--- src/rtl/r_rr_arbiter_if.sv ---
// Merged R-channel bundle between the per-slave r_fifo fronts, the arbiter and the master.
// The arbiter binds to "master" because it sources the merged R channel.
interface r_rr_arbiter_if #(
   parameter int NUM_SLAVES = 4,
   parameter int ID_WIDTH   = 4,
   parameter int DATA_WIDTH = 32
);
   logic [NUM_SLAVES-1:0]            fifo_empty;
   logic [NUM_SLAVES*ID_WIDTH-1:0]   fifo_RID;
   logic [NUM_SLAVES*DATA_WIDTH-1:0] fifo_RDATA;
   logic [NUM_SLAVES*2-1:0]          fifo_RRESP;
   logic [NUM_SLAVES-1:0]            fifo_RLAST;
   logic [NUM_SLAVES-1:0]            fifo_pop;
   logic                             RVALID;
   logic                             RREADY;
   logic [ID_WIDTH-1:0]              RID;
   logic [DATA_WIDTH-1:0]            RDATA;
   logic [1:0]                       RRESP;
   logic                             RLAST;
   logic                             busy;

   modport master (
      input  fifo_empty, fifo_RID, fifo_RDATA, fifo_RRESP, fifo_RLAST, RREADY,
      output fifo_pop, RVALID, RID, RDATA, RRESP, RLAST, busy
   );

   modport slave (
      output fifo_empty, fifo_RID, fifo_RDATA, fifo_RRESP, fifo_RLAST, RREADY,
      input  fifo_pop, RVALID, RID, RDATA, RRESP, RLAST, busy
   );
endinterface

--- src/rtl/r_rr_arbiter.sv ---
// Round-robin merge of NUM_SLAVES r_fifo R channels onto one AXI R channel.
// A grant is held from the first beat until the RLAST beat is accepted.
module r_rr_arbiter #(
   parameter int NUM_SLAVES = 4,
   parameter int ID_WIDTH   = 4,
   parameter int DATA_WIDTH = 32
) (
   input logic            clk,
   input logic            rst,
   r_rr_arbiter_if.master bus
);
   localparam int GW = $clog2(NUM_SLAVES);

   localparam logic [0:0] S_IDLE  = 1'b0;
   localparam logic [0:0] S_BURST = 1'b1;

   logic [0:0]    r_state;
   logic [GW-1:0] r_grant;
   logic [GW-1:0] r_last_grant;

   logic                  w_found;
   logic [GW-1:0]         w_next;
   logic                  w_in_burst;
   logic                  w_rvalid;
   logic                  w_accept;
   logic                  w_last_g;
   logic [NUM_SLAVES-1:0] w_pop;

   logic [ID_WIDTH-1:0]   w_rid   [NUM_SLAVES];
   logic [DATA_WIDTH-1:0] w_rdata [NUM_SLAVES];
   logic [1:0]            w_rresp [NUM_SLAVES];

   always_comb begin
      for (int unsigned i = 0; i < NUM_SLAVES; i++) begin
         w_rid[i]   = bus.fifo_RID[i*ID_WIDTH +: ID_WIDTH];
         w_rdata[i] = bus.fifo_RDATA[i*DATA_WIDTH +: DATA_WIDTH];
         w_rresp[i] = bus.fifo_RRESP[i*2 +: 2];
      end
   end

   // Scan last_grant+1 .. last_grant+NUM_SLAVES; the sum is one bit wider
   // so the wrap works for non power-of-two slave counts.
   always_comb begin : rr_scan
      logic [GW:0] cand;
      w_found = 1'b0;
      w_next  = '0;
      cand    = '0;
      for (int unsigned k = 1; k <= NUM_SLAVES; k++) begin
         cand = {1'b0, r_last_grant} + (GW+1)'(k);
         if (cand >= (GW+1)'(NUM_SLAVES)) begin
            cand = cand - (GW+1)'(NUM_SLAVES);
         end
         if (!w_found && !bus.fifo_empty[cand[GW-1:0]]) begin
            w_found = 1'b1;
            w_next  = cand[GW-1:0];
         end
      end
   end

   assign w_in_burst = (r_state == S_BURST);
   assign w_rvalid   = w_in_burst & ~bus.fifo_empty[r_grant];
   assign w_accept   = w_rvalid & bus.RREADY;
   assign w_last_g   = bus.fifo_RLAST[r_grant];

   always_comb begin
      w_pop = '0;
      if (w_accept) begin
         w_pop[r_grant] = 1'b1;
      end
   end

   always_comb begin
      bus.RVALID   = w_rvalid;
      bus.busy     = w_in_burst;
      bus.fifo_pop = w_pop;
      bus.RID      = '0;
      bus.RDATA    = '0;
      bus.RRESP    = '0;
      bus.RLAST    = 1'b0;
      if (w_in_burst) begin
         bus.RID   = w_rid[r_grant];
         bus.RDATA = w_rdata[r_grant];
         bus.RRESP = w_rresp[r_grant];
         bus.RLAST = w_last_g;
      end
   end

   // last_grant resets to the top index so slave 0 wins the first scan.
   always_ff @(posedge clk or posedge rst) begin
      if (rst) begin
         r_state      <= S_IDLE;
         r_grant      <= '0;
         r_last_grant <= GW'(NUM_SLAVES - 1);
      end else begin
         case (r_state)
            S_IDLE: begin
               if (w_found) begin
                  r_grant <= w_next;
                  r_state <= S_BURST;
               end
            end
            S_BURST: begin
               if (w_accept && w_last_g) begin
                  r_state      <= S_IDLE;
                  r_last_grant <= r_grant;
               end
            end
         endcase
      end
   end
endmodule

--- src/flat_wrapper.sv ---
// flat-port wrapper written by rule: the top's interface ports become plain ports
module r_rr_arbiter_flat 
#(
   parameter int NUM_SLAVES = 4,
   parameter int ID_WIDTH   = 4,
   parameter int DATA_WIDTH = 32
)
  (clk, rst, bus_fifo_empty, bus_fifo_RID, bus_fifo_RDATA, bus_fifo_RRESP, bus_fifo_RLAST, bus_RREADY, bus_fifo_pop, bus_RVALID, bus_RID, bus_RDATA, bus_RRESP, bus_RLAST, bus_busy);
  r_rr_arbiter_if #(.NUM_SLAVES(NUM_SLAVES), .ID_WIDTH(ID_WIDTH), .DATA_WIDTH(DATA_WIDTH)) bus_i ();
  input logic clk;
  input logic rst;
  input wire logic [$bits(bus_i.fifo_empty)-1:0] bus_fifo_empty;
  input wire logic [$bits(bus_i.fifo_RID)-1:0] bus_fifo_RID;
  input wire logic [$bits(bus_i.fifo_RDATA)-1:0] bus_fifo_RDATA;
  input wire logic [$bits(bus_i.fifo_RRESP)-1:0] bus_fifo_RRESP;
  input wire logic [$bits(bus_i.fifo_RLAST)-1:0] bus_fifo_RLAST;
  input wire logic [$bits(bus_i.RREADY)-1:0] bus_RREADY;
  output wire logic [$bits(bus_i.fifo_pop)-1:0] bus_fifo_pop;
  output wire logic [$bits(bus_i.RVALID)-1:0] bus_RVALID;
  output wire logic [$bits(bus_i.RID)-1:0] bus_RID;
  output wire logic [$bits(bus_i.RDATA)-1:0] bus_RDATA;
  output wire logic [$bits(bus_i.RRESP)-1:0] bus_RRESP;
  output wire logic [$bits(bus_i.RLAST)-1:0] bus_RLAST;
  output wire logic [$bits(bus_i.busy)-1:0] bus_busy;
  assign bus_i.fifo_empty = bus_fifo_empty;
  assign bus_i.fifo_RID = bus_fifo_RID;
  assign bus_i.fifo_RDATA = bus_fifo_RDATA;
  assign bus_i.fifo_RRESP = bus_fifo_RRESP;
  assign bus_i.fifo_RLAST = bus_fifo_RLAST;
  assign bus_i.RREADY = bus_RREADY;
  assign bus_fifo_pop = bus_i.fifo_pop;
  assign bus_RVALID = bus_i.RVALID;
  assign bus_RID = bus_i.RID;
  assign bus_RDATA = bus_i.RDATA;
  assign bus_RRESP = bus_i.RRESP;
  assign bus_RLAST = bus_i.RLAST;
  assign bus_busy = bus_i.busy;
  r_rr_arbiter #(.NUM_SLAVES(NUM_SLAVES), .ID_WIDTH(ID_WIDTH), .DATA_WIDTH(DATA_WIDTH)) u_core (.clk(clk), .rst(rst), .bus(bus_i));
endmodule
--- config.mk ---
export PLATFORM = sky130hd
export DESIGN_NAME = r_rr_arbiter_flat
export DESIGN_NICKNAME = d
export VERILOG_FILES = /design/src/rtl/r_rr_arbiter_if.sv /design/src/rtl/r_rr_arbiter.sv /design/src/flat_wrapper.sv
export SDC_FILE = /design/constraint.sdc
export NUM_CORES = 1
export LEC_CHECK = 0
export ABC_CLOCK_PERIOD_IN_PS = 1800
export BUFFER_PORTS_ARGS = -buffer_cell sky130_fd_sc_hd__buf_2
export CAP_MARGIN = 5
export CORE_AREA = 2 2 80 82
export DETAILED_ROUTE_END_ITERATION = 16
export DIE_AREA = 0 0 82 84
export GPL_TIMING_DRIVEN = 0
export PLACE_DENSITY = 0.7
export SYNTH_ARGS = -nofsm -noshare
export SYNTH_HDL_FRONTEND = slang
export SYNTH_SLANG_ARGS = --single-unit
--- constraint.sdc ---
create_clock -name clk -period 1.8 [get_ports clk]
set_input_delay 0.18 -clock clk [delete_from_list [all_inputs] [get_ports clk]]
set_output_delay 0.18 -clock clk [all_outputs]
set_load 0.01 [all_outputs]
==> impl_metrics.yaml <==
run_status:
  outcome: "finished, violations left"
  failed_checks: "negative setup slack"
setup_path:
  worst-endpoint-arrival_ns: 1.71
  crit_chain: "buf_12, buf_12, mux4_2, and2_1, buf_2"
  crit_path_max_incr_delay_ns: 0.50
  reg2reg_setup_slack_ns: 0.23
  critical_path.max_fanout: 10
  setup.worst_path.end_class: "primary output"
  crit_family: "multiplexers"
  critical_path.n_buffers_inverters: 3
  crit_required_ns: 1.62
  slowest_stage: "mux4_2"
  cp_common_cell: "buf_12"
  crit_path_start_kind: "flip-flop"
  timing_worst_setup_path_type: "reg2out"
route:
  detail_route.vias_per_cell: 4.96
  remaining_drc_errors: 0
  dr_total_vias: 2118
  postRouteAntennaNets: 0
  detail_route.iter0.violations: 48
  routed_wire_length_per_instance_um: 16.9
  number_of_iterations_in_the_first_detailed_routing_pass: 4
  detail_route.wirelength_mm: 7.23
clock_network:
  clk_latency_ns: 0.23
  cts_made_buffers: 3
  max-clock-path-buffers: 2
  cts.clk_slew.worst_paths_ns: 0.03
  cts_tree: "built"
  cts.sink_count: 5
  htree_num_levels: 1
  cts.root.buffer_cell: "clkbuf_8"
synthesis:
  synth_sequential_area_ratio_pct: 7.82
  postSynthAreaPerCell_um2: 12.4
  nets_in_the_synthesized_netlist: 295
  yosys.cell_types.count: 32
  ys_seq_elements: 5
  yosys_warnings: 0
  synth_area_mm2: 0.00163
  synth_cells: 132
layout:
  diodes: 0
  fill_cell_instance_count_of_the_final_layout: 587
  drive_gt1_share_pct: 85.4
  multi_input_area_mm2: 0.00143
  stdcell_count: 427
  layout_commonest_cell: "buf_2"
  register_area_um2: 130
  most-common-layout-cells: "buf_2, mux4_2, and2_4"
  final_nets: 514
  layout-area-overhead-vs-synth_pct: 88.7
timing:
  timing.final.crit_share_pct: 105
  finalClockSkew_ns: 0.00417
  slew_headroom_pct: 75.5
  setup_ws_ns: -0.0890
  worst-slew-pin-transition_ns: 0.368
  timing_hold_violations_final: 0
  final_period_minus_worst_setup_slack_ns: 1.89
  setup_viol: 38
  fmax_mhz: 529
  final-max-slew-violation-count: 0
  grt_setup_unrepaired: "yes"
global_route:
  track_usage_pct: 18.1
  pin_count_of_the_biggest_net_entering_global_routing: 11
  antenna_violations_before_repair: 0
  grt_first_pass_wirelength_mm: 9.82
  grt_remaining_overflow: 0
  first_global_vias: 2076
floorplanning:
  floorplan.die_area_mm2: 0.00689
  floorplan.io_pins: 208
  core_area_mm2: 0.00610
  std_cell_rows: 29
  floorplan_die_height_um: 84
  die_w_um: 82
  initial_cell_density_of_the_core_pct: 26.8
power_and_ir_drop:
  total_leakage_power_nw: 1.55
  power.density_mw_per_mm2: 1540
  post-layout-total-power_mw: 4.75
  worst_ir_drop_vdd_uv: 803
hold_path:
  holdCritPathClass: "in2reg"
place:
  dp_hpwl_mm: 5.86
  io_buffer_count: 207
  place_inst: 416
  gp_congestion: 0.874
run:
  max-cap-violations: 0
-- flip-flops by register name, summed over array words and instances (netlist names) --
name / flops
u_core.r_last_grant: 2
u_core.bus.busy: 1
u_core.r_grant: 2
-- layout make-up --
type                    instances  area share, %
multi-input cells             111           46.3
repair buffers                214           39.6
plain buffers                  14           5.03
flip-flops and latches          5           4.22
well taps                      77           3.13
clock buffers                   4           1.46
inverters                       2          0.244
-- report_power, final --
part           internal, mW  switching [mW]
clock                 0.153          0.0621
combinational          2.61            1.67
sequential            0.188          0.0727
total                  2.95            1.81
-- cell usage after synthesis, drive strengths merged --
cell | count | area share, %
and2 | 41 | 16
o21ai | 1 | 0.54
nand2b | 1 | 0.38
nor2b | 4 | 1.5
a22o | 1 | 0.54
a31oi | 1 | 0.38
a21oi | 4 | 1.2
o31a | 1 | 0.54
clkbuf | 1 | 0.23
mux4 | 39 | 54
mux2i | 1 | 0.61
dfstp | 2 | 3.2
and4 | 1 | 0.54
inv | 2 | 0.46
o21bai | 1 | 0.46
nand2 | 4 | 1.1
buf | 12 | 7.1
dlygate4sd1 | 1 | 0.54
nor4 | 1 | 0.38
a2111oi | 1 | 1.7
dfrtp | 3 | 4.6
a41oi | 1 | 0.54
mux2 | 3 | 2.1
o31ai | 1 | 0.46
a211oi | 1 | 0.46
nor2 | 3 | 0.69
-- per-stage QoR --
stage	cell area, um2	util, %	TNS [ns]	hold slack, ns	worst slack, ns
6_report	3080	50.6	-2.13	0.335	-0.0890
3_5_place_dp	2770	45.4	-0.215	0.0783	-0.0350
5_1_grt	3080	50.6	-4.35	0.348	-0.149
2_1_floorplan	1630	-	0	-0.0429	0.194
4_1_cts	2870	47.1	-2.70	0.320	-0.0909
3_3_place_gp	2770	45.4	-0.0983	0.0749	-0.0211
-- repair_timing --
action,4_1_cts,5_1_grt
setup buffers,3,2
hold buffers,1,0
resized for setup,13,42
setup endpoints to repair,40,40
endpoints found under the hold margin,3,0
gates cloned,0,1
-- metal layers --
metal | part of all wire [%] | vias up | track usage (%)
met2 | 53 | 132 | 33.3
met1 | 36 | 1000 | 21.8
met3 | 8.5 | 17 | 2.49
met4 | 1.9 | 0 | 4.09
li1 | - | 969 | -
met5 | 0 | - | 0
-- kinds of logic (layout without fill, tap and decap cells) --
logic type,after synthesis,after routing,share of synthesized area [%]
and+or+nand+nor,55,55,20.3
muxes,43,43,56.7
buffers and inverters,16,234,8.35
AOI/OAI and AO/OA,13,13,6.82
DFF,5,5,7.82
-- worst reg2reg max path, cell delays in order (launching register included) --
cell       delay [ns]
dfrtp_2          0.41
buf_12           0.16
buf_4            0.14
a2111oi_4        0.34
o21ai_2          0.13
mux2_1           0.32
-- final timing paths --
check / to / startpoint / cells past startpoint
worst min-delay path: u_core.bus.busy$_DFF_PP0_ / bus_fifo_empty[0] / 3
worst max-delay path: bus_RDATA[24] / u_core.r_grant[0]$_DFFE_PP0P_ / 5
min in group asynchronous: u_core.r_grant[1]$_DFFE_PP0P_ / rst / 3
worst min register to register: u_core.r_last_grant[0]$_DFFE_PP1P_ / u_core.r_last_grant[0]$_DFFE_PP1P_ / 1
max in group asynchronous: u_core.r_last_grant[0]$_DFFE_PP1P_ / rst / 3
worst max register to register: u_core.r_last_grant[0]$_DFFE_PP1P_ / u_core.r_grant[0]$_DFFE_PP0P_ / 5
No activity file was read; power rests on OpenSTA's default activity.
